**src/rtl/spi_slave_regfile_if.sv**
```systemverilog
// Pin bundle for spi_slave_regfile: SPI serial pins, frame status and backdoor read port.
interface spi_slave_regfile_if;
  logic        sclk;
  logic        ss_n;
  logic        mosi;
  logic        miso;
  logic        busy;
  logic        frame_done;
  logic        frame_err;
  logic [6:0]  dbg_addr;
  logic [31:0] dbg_rdata;

  modport slave (
    input  sclk, ss_n, mosi, dbg_addr,
    output miso, busy, frame_done, frame_err, dbg_rdata
  );

  modport master (
    output sclk, ss_n, mosi, dbg_addr,
    input  miso, busy, frame_done, frame_err, dbg_rdata
  );
endinterface

```
**src/rtl/spi_slave_regfile.sv**
```systemverilog
// SPI mode-0 slave terminating 40-bit cmd+data frames into a 32-bit word register array.
// Optional SPI_SLV_PARITY_EN adds an even-parity 41st bit to write frames.
module spi_slave_regfile #(
  parameter int DEPTH       = 16,
  parameter int SYNC_STAGES = 2
) (
  input  logic               HCLK,
  input  logic               rst,
  spi_slave_regfile_if.slave bus
);
  localparam int AW = (DEPTH > 1) ? $clog2(DEPTH) : 1;
`ifdef SPI_SLV_PARITY_EN
  localparam logic [5:0] WR_LAST = 6'd40;
`else
  localparam logic [5:0] WR_LAST = 6'd39;
`endif
  localparam logic [5:0] RD_LAST = 6'd39;

  typedef enum logic [1:0] {IDLE, CMD, DATA, WAIT_END} state_e;

  logic [SYNC_STAGES-1:0] sclk_sync_q, ss_n_sync_q, mosi_sync_q;
  logic                   sclk_dly_q;
  logic                   sclk_s, ss_n_s, mosi_s, rise, fall;

  state_e                 state_q;
  logic [5:0]             cnt_q;
  logic [7:0]             cmd_q, cmd_d;
  logic [31:0]            data_q, data_d;
  logic [31:0]            rd_word_q, rd_word_d;
  logic [31:0]            out_sh_q;
  logic                   wr_pend_q, done_pend_q, err_pend_q;
  logic                   miso_q, frame_done_q, frame_err_q;
  logic                   parity_ok;
  logic [DEPTH-1:0][31:0] mem_q;

  function automatic logic in_range(input logic [6:0] a);
    return {25'd0, a} < 32'(DEPTH);
  endfunction

  assign sclk_s = sclk_sync_q[SYNC_STAGES-1];
  assign ss_n_s = ss_n_sync_q[SYNC_STAGES-1];
  assign mosi_s = mosi_sync_q[SYNC_STAGES-1];
  assign rise   = sclk_s & ~sclk_dly_q;
  assign fall   = ~sclk_s & sclk_dly_q;

  always_ff @(posedge HCLK or posedge rst) begin
    if (rst) begin
      sclk_sync_q <= '0;
      ss_n_sync_q <= '1;
      mosi_sync_q <= '0;
      sclk_dly_q  <= 1'b0;
    end else begin
      sclk_sync_q <= {sclk_sync_q[SYNC_STAGES-2:0], bus.sclk};
      ss_n_sync_q <= {ss_n_sync_q[SYNC_STAGES-2:0], bus.ss_n};
      mosi_sync_q <= {mosi_sync_q[SYNC_STAGES-2:0], bus.mosi};
      sclk_dly_q  <= sclk_s;
    end
  end

  // cmd_d is the full command as it will stand after the current rise
  always_comb begin
    cmd_d     = {cmd_q[6:0], mosi_s};
    data_d    = {data_q[30:0], mosi_s};
    rd_word_d = 32'd0;
    if (!cmd_d[7] && in_range(cmd_d[6:0])) rd_word_d = mem_q[cmd_d[AW-1:0]];
  end

`ifdef SPI_SLV_PARITY_EN
  logic par_q;
  assign parity_ok = (^data_q) == par_q;
`else
  assign parity_ok = 1'b1;
`endif

  always_ff @(posedge HCLK or posedge rst) begin
    if (rst) begin
      state_q     <= IDLE;
      cnt_q       <= '0;
      cmd_q       <= '0;
      data_q      <= '0;
      rd_word_q   <= '0;
      out_sh_q    <= '0;
      wr_pend_q   <= 1'b0;
      done_pend_q <= 1'b0;
      err_pend_q  <= 1'b0;
`ifdef SPI_SLV_PARITY_EN
      par_q       <= 1'b0;
`endif
    end else begin
      wr_pend_q   <= 1'b0;
      done_pend_q <= 1'b0;
      err_pend_q  <= 1'b0;
      case (state_q)
        IDLE: begin
          cnt_q    <= '0;
          out_sh_q <= '0;
          if (!ss_n_s) state_q <= CMD;
        end
        CMD: begin
          if (ss_n_s) begin
            state_q    <= IDLE;
            err_pend_q <= 1'b1;
          end else if (rise) begin
            cmd_q <= cmd_d;
            cnt_q <= cnt_q + 6'd1;
            if (cnt_q == 6'd7) begin
              state_q   <= DATA;
              rd_word_q <= rd_word_d;
            end
          end
        end
        DATA: begin
          if (ss_n_s) begin
            state_q    <= IDLE;
            err_pend_q <= 1'b1;
          end else if (rise) begin
            cnt_q <= cnt_q + 6'd1;
            if (cmd_q[7]) begin
              if (cnt_q < 6'd40) data_q <= data_d;
`ifdef SPI_SLV_PARITY_EN
              else par_q <= mosi_s;
`endif
              if (cnt_q == WR_LAST) state_q <= WAIT_END;
            end else if (cnt_q == RD_LAST) begin
              state_q <= WAIT_END;
            end
          end else if (fall && !cmd_q[7]) begin
            // first fall after the command loads the word; later falls shift it out
            if (cnt_q == 6'd8) out_sh_q <= rd_word_q;
            else               out_sh_q <= {out_sh_q[30:0], 1'b0};
          end
        end
        WAIT_END: begin
          if (ss_n_s) begin
            state_q <= IDLE;
            if (cmd_q[7]) begin
              wr_pend_q   <= in_range(cmd_q[6:0]) && parity_ok;
              done_pend_q <= in_range(cmd_q[6:0]) && parity_ok;
              err_pend_q  <= !(in_range(cmd_q[6:0]) && parity_ok);
            end else begin
              done_pend_q <= in_range(cmd_q[6:0]);
              err_pend_q  <= !in_range(cmd_q[6:0]);
            end
          end
        end
        default: state_q <= IDLE;
      endcase
    end
  end

  // Commit stage: memory write and status pulses land together
  always_ff @(posedge HCLK or posedge rst) begin
    if (rst) begin
      mem_q        <= '0;
      miso_q       <= 1'b0;
      frame_done_q <= 1'b0;
      frame_err_q  <= 1'b0;
    end else begin
      if (wr_pend_q) mem_q[cmd_q[AW-1:0]] <= data_q;
      frame_done_q <= done_pend_q;
      frame_err_q  <= err_pend_q;
      miso_q       <= (state_q == DATA && !cmd_q[7]) ? out_sh_q[31] : 1'b0;
    end
  end

  assign bus.miso       = miso_q;
  assign bus.busy       = ~ss_n_s;
  assign bus.frame_done = frame_done_q;
  assign bus.frame_err  = frame_err_q;
  assign bus.dbg_rdata  = in_range(bus.dbg_addr) ? mem_q[bus.dbg_addr[AW-1:0]] : 32'd0;
endmodule

```
**src/flat_wrapper.sv**
```systemverilog
// flat-port wrapper written by rule: the top's interface ports become plain ports
module spi_slave_regfile_flat 
#(
  parameter int DEPTH       = 16,
  parameter int SYNC_STAGES = 2
)
  (HCLK, rst, bus_sclk, bus_ss_n, bus_mosi, bus_dbg_addr, bus_miso, bus_busy, bus_frame_done, bus_frame_err, bus_dbg_rdata);
  spi_slave_regfile_if bus_i ();
  input  logic HCLK;
  input  logic rst;
  input wire logic [$bits(bus_i.sclk)-1:0] bus_sclk;
  input wire logic [$bits(bus_i.ss_n)-1:0] bus_ss_n;
  input wire logic [$bits(bus_i.mosi)-1:0] bus_mosi;
  input wire logic [$bits(bus_i.dbg_addr)-1:0] bus_dbg_addr;
  output wire logic [$bits(bus_i.miso)-1:0] bus_miso;
  output wire logic [$bits(bus_i.busy)-1:0] bus_busy;
  output wire logic [$bits(bus_i.frame_done)-1:0] bus_frame_done;
  output wire logic [$bits(bus_i.frame_err)-1:0] bus_frame_err;
  output wire logic [$bits(bus_i.dbg_rdata)-1:0] bus_dbg_rdata;
  assign bus_i.sclk = bus_sclk;
  assign bus_i.ss_n = bus_ss_n;
  assign bus_i.mosi = bus_mosi;
  assign bus_i.dbg_addr = bus_dbg_addr;
  assign bus_miso = bus_i.miso;
  assign bus_busy = bus_i.busy;
  assign bus_frame_done = bus_i.frame_done;
  assign bus_frame_err = bus_i.frame_err;
  assign bus_dbg_rdata = bus_i.dbg_rdata;
  spi_slave_regfile #(.DEPTH(DEPTH), .SYNC_STAGES(SYNC_STAGES)) u_core (.HCLK(HCLK), .rst(rst), .bus(bus_i));
endmodule
```
**config.mk**
```make
export PLATFORM = sky130hd
export DESIGN_NAME = spi_slave_regfile_flat
export DESIGN_NICKNAME = d
export VERILOG_FILES = /design/src/rtl/spi_slave_regfile_if.sv /design/src/rtl/spi_slave_regfile.sv /design/src/flat_wrapper.sv
export SDC_FILE = /design/constraint.sdc
export NUM_CORES = 1
export LEC_CHECK = 0
export BUFFER_PORTS_ARGS = -buffer_cell sky130_fd_sc_hd__buf_2
export CAP_MARGIN = 20
export CELL_PAD_IN_SITES_DETAIL_PLACEMENT = 1
export CELL_PAD_IN_SITES_GLOBAL_PLACEMENT = 1
export CORE_MARGIN = 3
export CORE_UTILIZATION = 25
export DETAILED_ROUTE_END_ITERATION = 8
export GPL_TIMING_DRIVEN = 1
export PLACE_DENSITY = 0.43
export SETUP_SLACK_MARGIN = 0.15
export SLEW_MARGIN = 15
export SYNTH_ARGS = -nofsm -noshare
export SYNTH_HDL_FRONTEND = slang
export SYNTH_SLANG_ARGS = --single-unit
```
**constraint.sdc**
```tcl
create_clock -name HCLK -period 39.6 [get_ports HCLK]
set_clock_uncertainty 0.15 [all_clocks]
set_input_delay 1.98 -clock HCLK [delete_from_list [all_inputs] [get_ports HCLK]]
set_output_delay 1.98 -clock HCLK [all_outputs]
set_load 0.05 [all_outputs]
```
---- Word level (Yosys, flattened, before mapping) ----
Cells that the tools add are included.
word-level totals
  bits in registers ....................... 637
  bits in latches ......................... 0
  RAM bits ................................ 0
  memory bits (read-only) ................. 0
  input port bits ......................... 12
  output and inout bits ................... 36
  memories ................................ 0
operators by class
  add/sub/neg operators ................... 1
  multipliers ............................. 0
  divide/modulo/power cells ............... 0
  $lt $le $gt $ge ......................... 8
  equal/unequal tests ..................... 17
  shifts and indexed selects .............. 0
  mux-type cells .......................... 35
  bitwise logic cells ..................... 5
  reduce and logical (&&, ||, !) cells .... 17
operators with widths
  operator             count
  $bwmux 512           1
  $mux 32              9
  $bmux 32 s4          2
  $demux 32 s4         1
  $pmux 32 s2          1
  $lt 7x5->1 const B   3
  $mux 2               8
  $lt 4x5->1 const B   3
  $mux 6               2
  $ne 3x1->1 const B   4
  $pmux 6 s2           1
  $mux 1               8
  $ne 2x2->1 const B   4
  $pmux 2 s4           1
  $reduce_and 4->1     2
  $add 6x1->6 const B  1
  $eq 6x3->1 const B   1
  $eq 6x4->1 const B   1
  $eq 6x6->1 const B   1
  $lt 6x6->1 const B   1
  $ne 2x1->1 const B   3
  $reduce_and 3->1     2
  $reduce_and 6->1     1
  $reduce_and 5->1     1
  other kinds (11)     21

---- Longest topological paths before layout ----
  depth after elaboration ................. 7
  gate-level depth with buffers ........... 9
  gate-level depth less buffers ........... 7

---- Least setup slack after synthesis ----
OpenSTA, ideal clock, no wires.
  path type ............................... in2out
  start point ............................. input port bus_dbg_addr[2]
  end point ............................... output port bus_dbg_rdata[10]
  arrival ................................. 3.752 ns
  required time ........................... 37.470 ns
  slack ................................... 33.718 ns
  cell stages on the path ................. 5
  path through ............................ clkbuf_1 -> buf_1 -> mux4_2 -> mux4_2 -> nor2b_1
between the ends
  cells in the longest elaborated chain, start to end .. 3
  elaborated cells between the ends (all ways) .. 4
  those cells by class .................... order compare: 1; mux: 3
RTL lines
  what                           RTL line                  RTL
  start: declaration             flat_wrapper.sv:14        input wire logic [$bits(bus_i.dbg_addr)-1:0] bus_dbg_addr;
  $bmux 32 s4                    spi_slave_regfile.sv:170  assign bus.dbg_rdata = in_range(bus.dbg_addr) ? mem_q[bus.dbg_addr[AW-1:0]] : 32'd0;
  $mux 32 (not written as such)  spi_slave_regfile.sv:170
  $mux 32 (*)                    spi_slave_regfile.sv:170
  end: declaration               flat_wrapper.sv:19        output wire logic [$bits(bus_i.dbg_rdata)-1:0] bus_dbg_rdata;
Every way passes the cells marked *; elsewhere a longest branch is shown, timed or not. The select of a mux whose other input is x is not followed.

---- Worst setup path in the final report ----
  start point ............................. input port bus_dbg_addr[0]
  end point ............................... output port bus_dbg_rdata[30]
Same word-level chain as after synthesis.

==> key figures <==
Logic synthesis
  • Primary FF master, synth: dfrtp_1
  • Post-Syn Instances: approximately 2,200
  • Yosys top cell by area: dfrtp_1
  • Sequential fraction of the synthesis area: 0.495
  • Largest cells by area after synthesis: dfrtp_1, mux2_2, mux4_2
  • Post-Syn Area per Cell: 14.7 um^2
  • Most numerous cell in the Yosys netlist: dfrtp_1
  • Post-synthesis register bit count: 637
  • Syn Nets: roughly 2,200
  • Async SR Flop Fraction: 1.00
  • Yosys warning count: 0
  • Synthesized area: roughly 32,000 um^2
  • Post-synth cell types: between 40 and 50
  • Share of the synthesized area in the top cell type: 0.493
  • Post-synth EDFFs: 0
  • Synth cell count leaders: dfrtp_1, mux2_2, mux4_2, clkbuf_1, buf_2

Floorplan
  • # rows: 131
  • I/O pin count: 48
  • Die Wd: ~360 um
  • CORE AREA: roughly 130,000 um^2
  • Die H: 365 um
  • Initial Util: 0.252
  • Die area: roughly 130,000 um^2

Clock network
  • Later-pin clock latency in the skew report: about 640 ps
  • Root buffer selected by CTS: clkbuf_16
  • CTS Buf Count: 80
  • Clock sinks: roughly 640
  • Hold buffers post-CTS: 0
  • Worst-path clk slew: ~50 ps
  • Clock tree from TritonCTS: done
  • Max Root-Sink Buffers: 3
  • Post-cts resize count: 0
  • Setup Buffers After CTS: 0
  • H-tree depth: 3

Global route
  • Global-route wire length before repair: 164,000 um
  • Grt ovf: 0
  • GR Util All Layers: 0.169
  • Vias in the first global route: 22,200
  • Pin count of the biggest net entering global routing: around 160
  • Initial antenna violation count: 3

Detailed routing
  • Post-DRT Antenna Nets: 0
  • Vias: about 20,000
  • DRC: 0
  • Via density per instance: about 5.2
  • TritonRoute pass-1 iters: 4
  • Final WL: 112,000 um
  • DR WL/cell: between 20 and 30 um
  • Initial DRC count: between 1,000 and 1,500

Outcome
  • Status: completed

Finish
  • Fin nets: roughly 2,200
  • Finished Layout Cells: between 3,000 and 4,000
  • FILL cells: 13,300
  • Share of layout cells above drive strength 1: 0.468
  • Diodes inserted: 0
  • P&R area growth vs syn: 14.4%
  • Area occupied by multi-input gates: between 15,000 and 20,000 um^2
  • FF+latch area: roughly 16,000 um^2

Timing
  • Fin. Hold Viols: 0
  • Slew @ Worst Pin: around 1100 ps
  • Crit path time final: between 7000 and 8000 ps
  • WHS: approximately 200 ps
  • Setup_tns: 0 ps
  • Final Cycle Share: 0.179
  • Setup violators final: 0
  • RSZ-0062 raised after global routing: no
  • Max-slew violation count: 0
  • Slew HR: 0.275
  • Highest clock rate: ~0.14 GHz

Critical path
  • Worst path cell trace: buf_8 -> buf_4 -> mux4_2 -> mux4_2 -> nor2b_1 -> buf_2
  • CP max stage cell: buf_4
  • Instance count on the critical path: 6
  • Worst setup EP type: output port
  • Worst setup SP type: primary input
  • Reg2reg setup slack: approximately 35,000 ps
  • Critical path arrival: 4950 ps
  • Reg-to-Reg Start: u_core.cmd_q[1]
  • Crit Path Class: in -> out
  • Worst r2r dst: u_core.mem_q[452]
  • Crit-path max cell delay: between 800 and 900 ps
  • Worst path most repeated cell: mux4_2
  • Highest fanout seen on the critical path: 50
  • Crit path max-delay family: buffers and inverters
  • FF-to-FF path depth: 6
  • Critical path required time: approximately 37,000 ps
  • Buf/Inv on CP: 3

Placed design
  • DP HPWL: about 62,000 um
  • Placed cell count: 3,748
  • IO Port Bufs: 47
  • GPL Wtd Cong: around 0.73

Run
  • Max-cap violation count: 0

Power
  • Tot Pwr: between 0.0015 and 0.002 W
  • Peak supply drop: roughly 0.000031 V
  • Power Dens Cells: roughly 47 nW/um^2
  • Leakage power: ~16 nW

Worst hold path
  • Worst Hold End: u_core.mosi_sync_q[1]
  • Hold Crit Start: u_core.mosi_sync_q[0]
  • Worst hold-check path type: reg -> reg
  • Worst Hold Path Cells: 0
==> how the worst max path moves through the flow <==
stage                                  endpoint             from
after floorplan           u_core.bus.frame_done              rst
after global placement        bus_dbg_rdata[30]  bus_dbg_addr[0]
after detailed placement      bus_dbg_rdata[30]  bus_dbg_addr[0]
after CTS                     bus_dbg_rdata[17]  bus_dbg_addr[0]
after global routing          bus_dbg_rdata[30]  bus_dbg_addr[0]
final                         bus_dbg_rdata[30]  bus_dbg_addr[0]
==> report_power, final <==
part,internal (W),total [W],leakage (nW),switching (W)
clock,0.000456,0.000751,1.32,0.000296
combinational,0.0000876,0.000287,6.27,0.000200
sequential,0.000658,0.000690,8.87,0.0000317
total,0.00120,0.00173,16.5,0.000527
==> state kept, by name, indices dropped and copies added, names as in the netlist, 2 cells and up <==
register	flops
u_core.ss_n_sync_q	2
u_core.data_q	32
u_core.mosi_sync_q	2
u_core.mem_q	512
u_core.state_q	2
u_core.rd_word_q	32
u_core.cnt_q	6
u_core.out_sh_q	32
u_core.sclk_sync_q	2
u_core.cmd_q	8
==> metrics by stage <==
stage	util	cell area, um^2	setup WS, ps
final	0.289	36800	32520
after detailed placement	0.267	34100	32430
after CTS	0.288	36800	32430
after floorplan	-	32200	19630
after global routing	0.289	36800	32270
after global placement	0.267	34100	32440
==> area by class of cell <==
cell class	count	area share
repair buffers	102	0.0192
flip-flops and latches	637	0.433
inverters	8	0.00105
multi-input cells	1340	0.417
clock buffers	128	0.0666
clock inverters	17	0.00618
well taps	1662	0.0564
==> worst reg2reg max path: stages (launching register included) <==
cell and delay, ps:
dfrtp_4 880, buf_4 820, nor2b_4 890, nand2_1 380, nor2_4 830, buf_4 580
mux2_2 430
==> per-layer routing <==
metal,GRT usage,wire [um],vias up,share of wire
met4,0.0456,2480,0,0.022
met5,0,0,-,0
met3,0.0241,3930,140,0.035
met1,0.234,52200,11300,0.47
met2,0.276,52900,375,0.47
li1,-,-,8381,-
==> cells in the final DEF, fill, tap and decap left out, types with 4 or more instances in the layout <==
cell	n
nor2_1	26
clkbuf_8	25
nor2b_1	52
dfrtp_1	631
o221ai_1	16
nand2_1	63
ha_1	6
o21ai_0	34
nor2_4	8
dfrtp_4	4
buf_4	53
nand3_1	5
mux2_1	21
clkbuf_16	81
inv_6	4
clkbuf_1	22
o221a_2	16
nor3_1	4
a21oi_1	50
mux2i_1	64
inv_1	6
bufinv_16	5
a22oi_1	32
mux2_2	547
o22a_1	16
clkinv_2	8
mux4_2	224
a2bb2oi_1	32
buf_2	44
o21ai_1	21
a211o_1	16
a32o_1	32
nand2b_1	4
o22ai_1	16
==> cells by family (layout without fill, tap and decap cells) <==
| group | Yosys count | count (layout) | share of synthesized area |
|---|---|---|---|
| buffers and inverters | 217 | 255 | 0.0323 |
| AOI/OAI and AO/OA | 287 | 287 | 0.0657 |
| DFF | 637 | 637 | 0.495 |
| and+or+nand+nor | 190 | 190 | 0.0294 |
| xor gates and xnor gates | 1 | 1 | 0.000272 |
| muxes | 856 | 856 | 0.375 |
| adders and majority gates | 6 | 6 | 0.00233 |
Note: power is estimated with default switching activity, not from simulation.
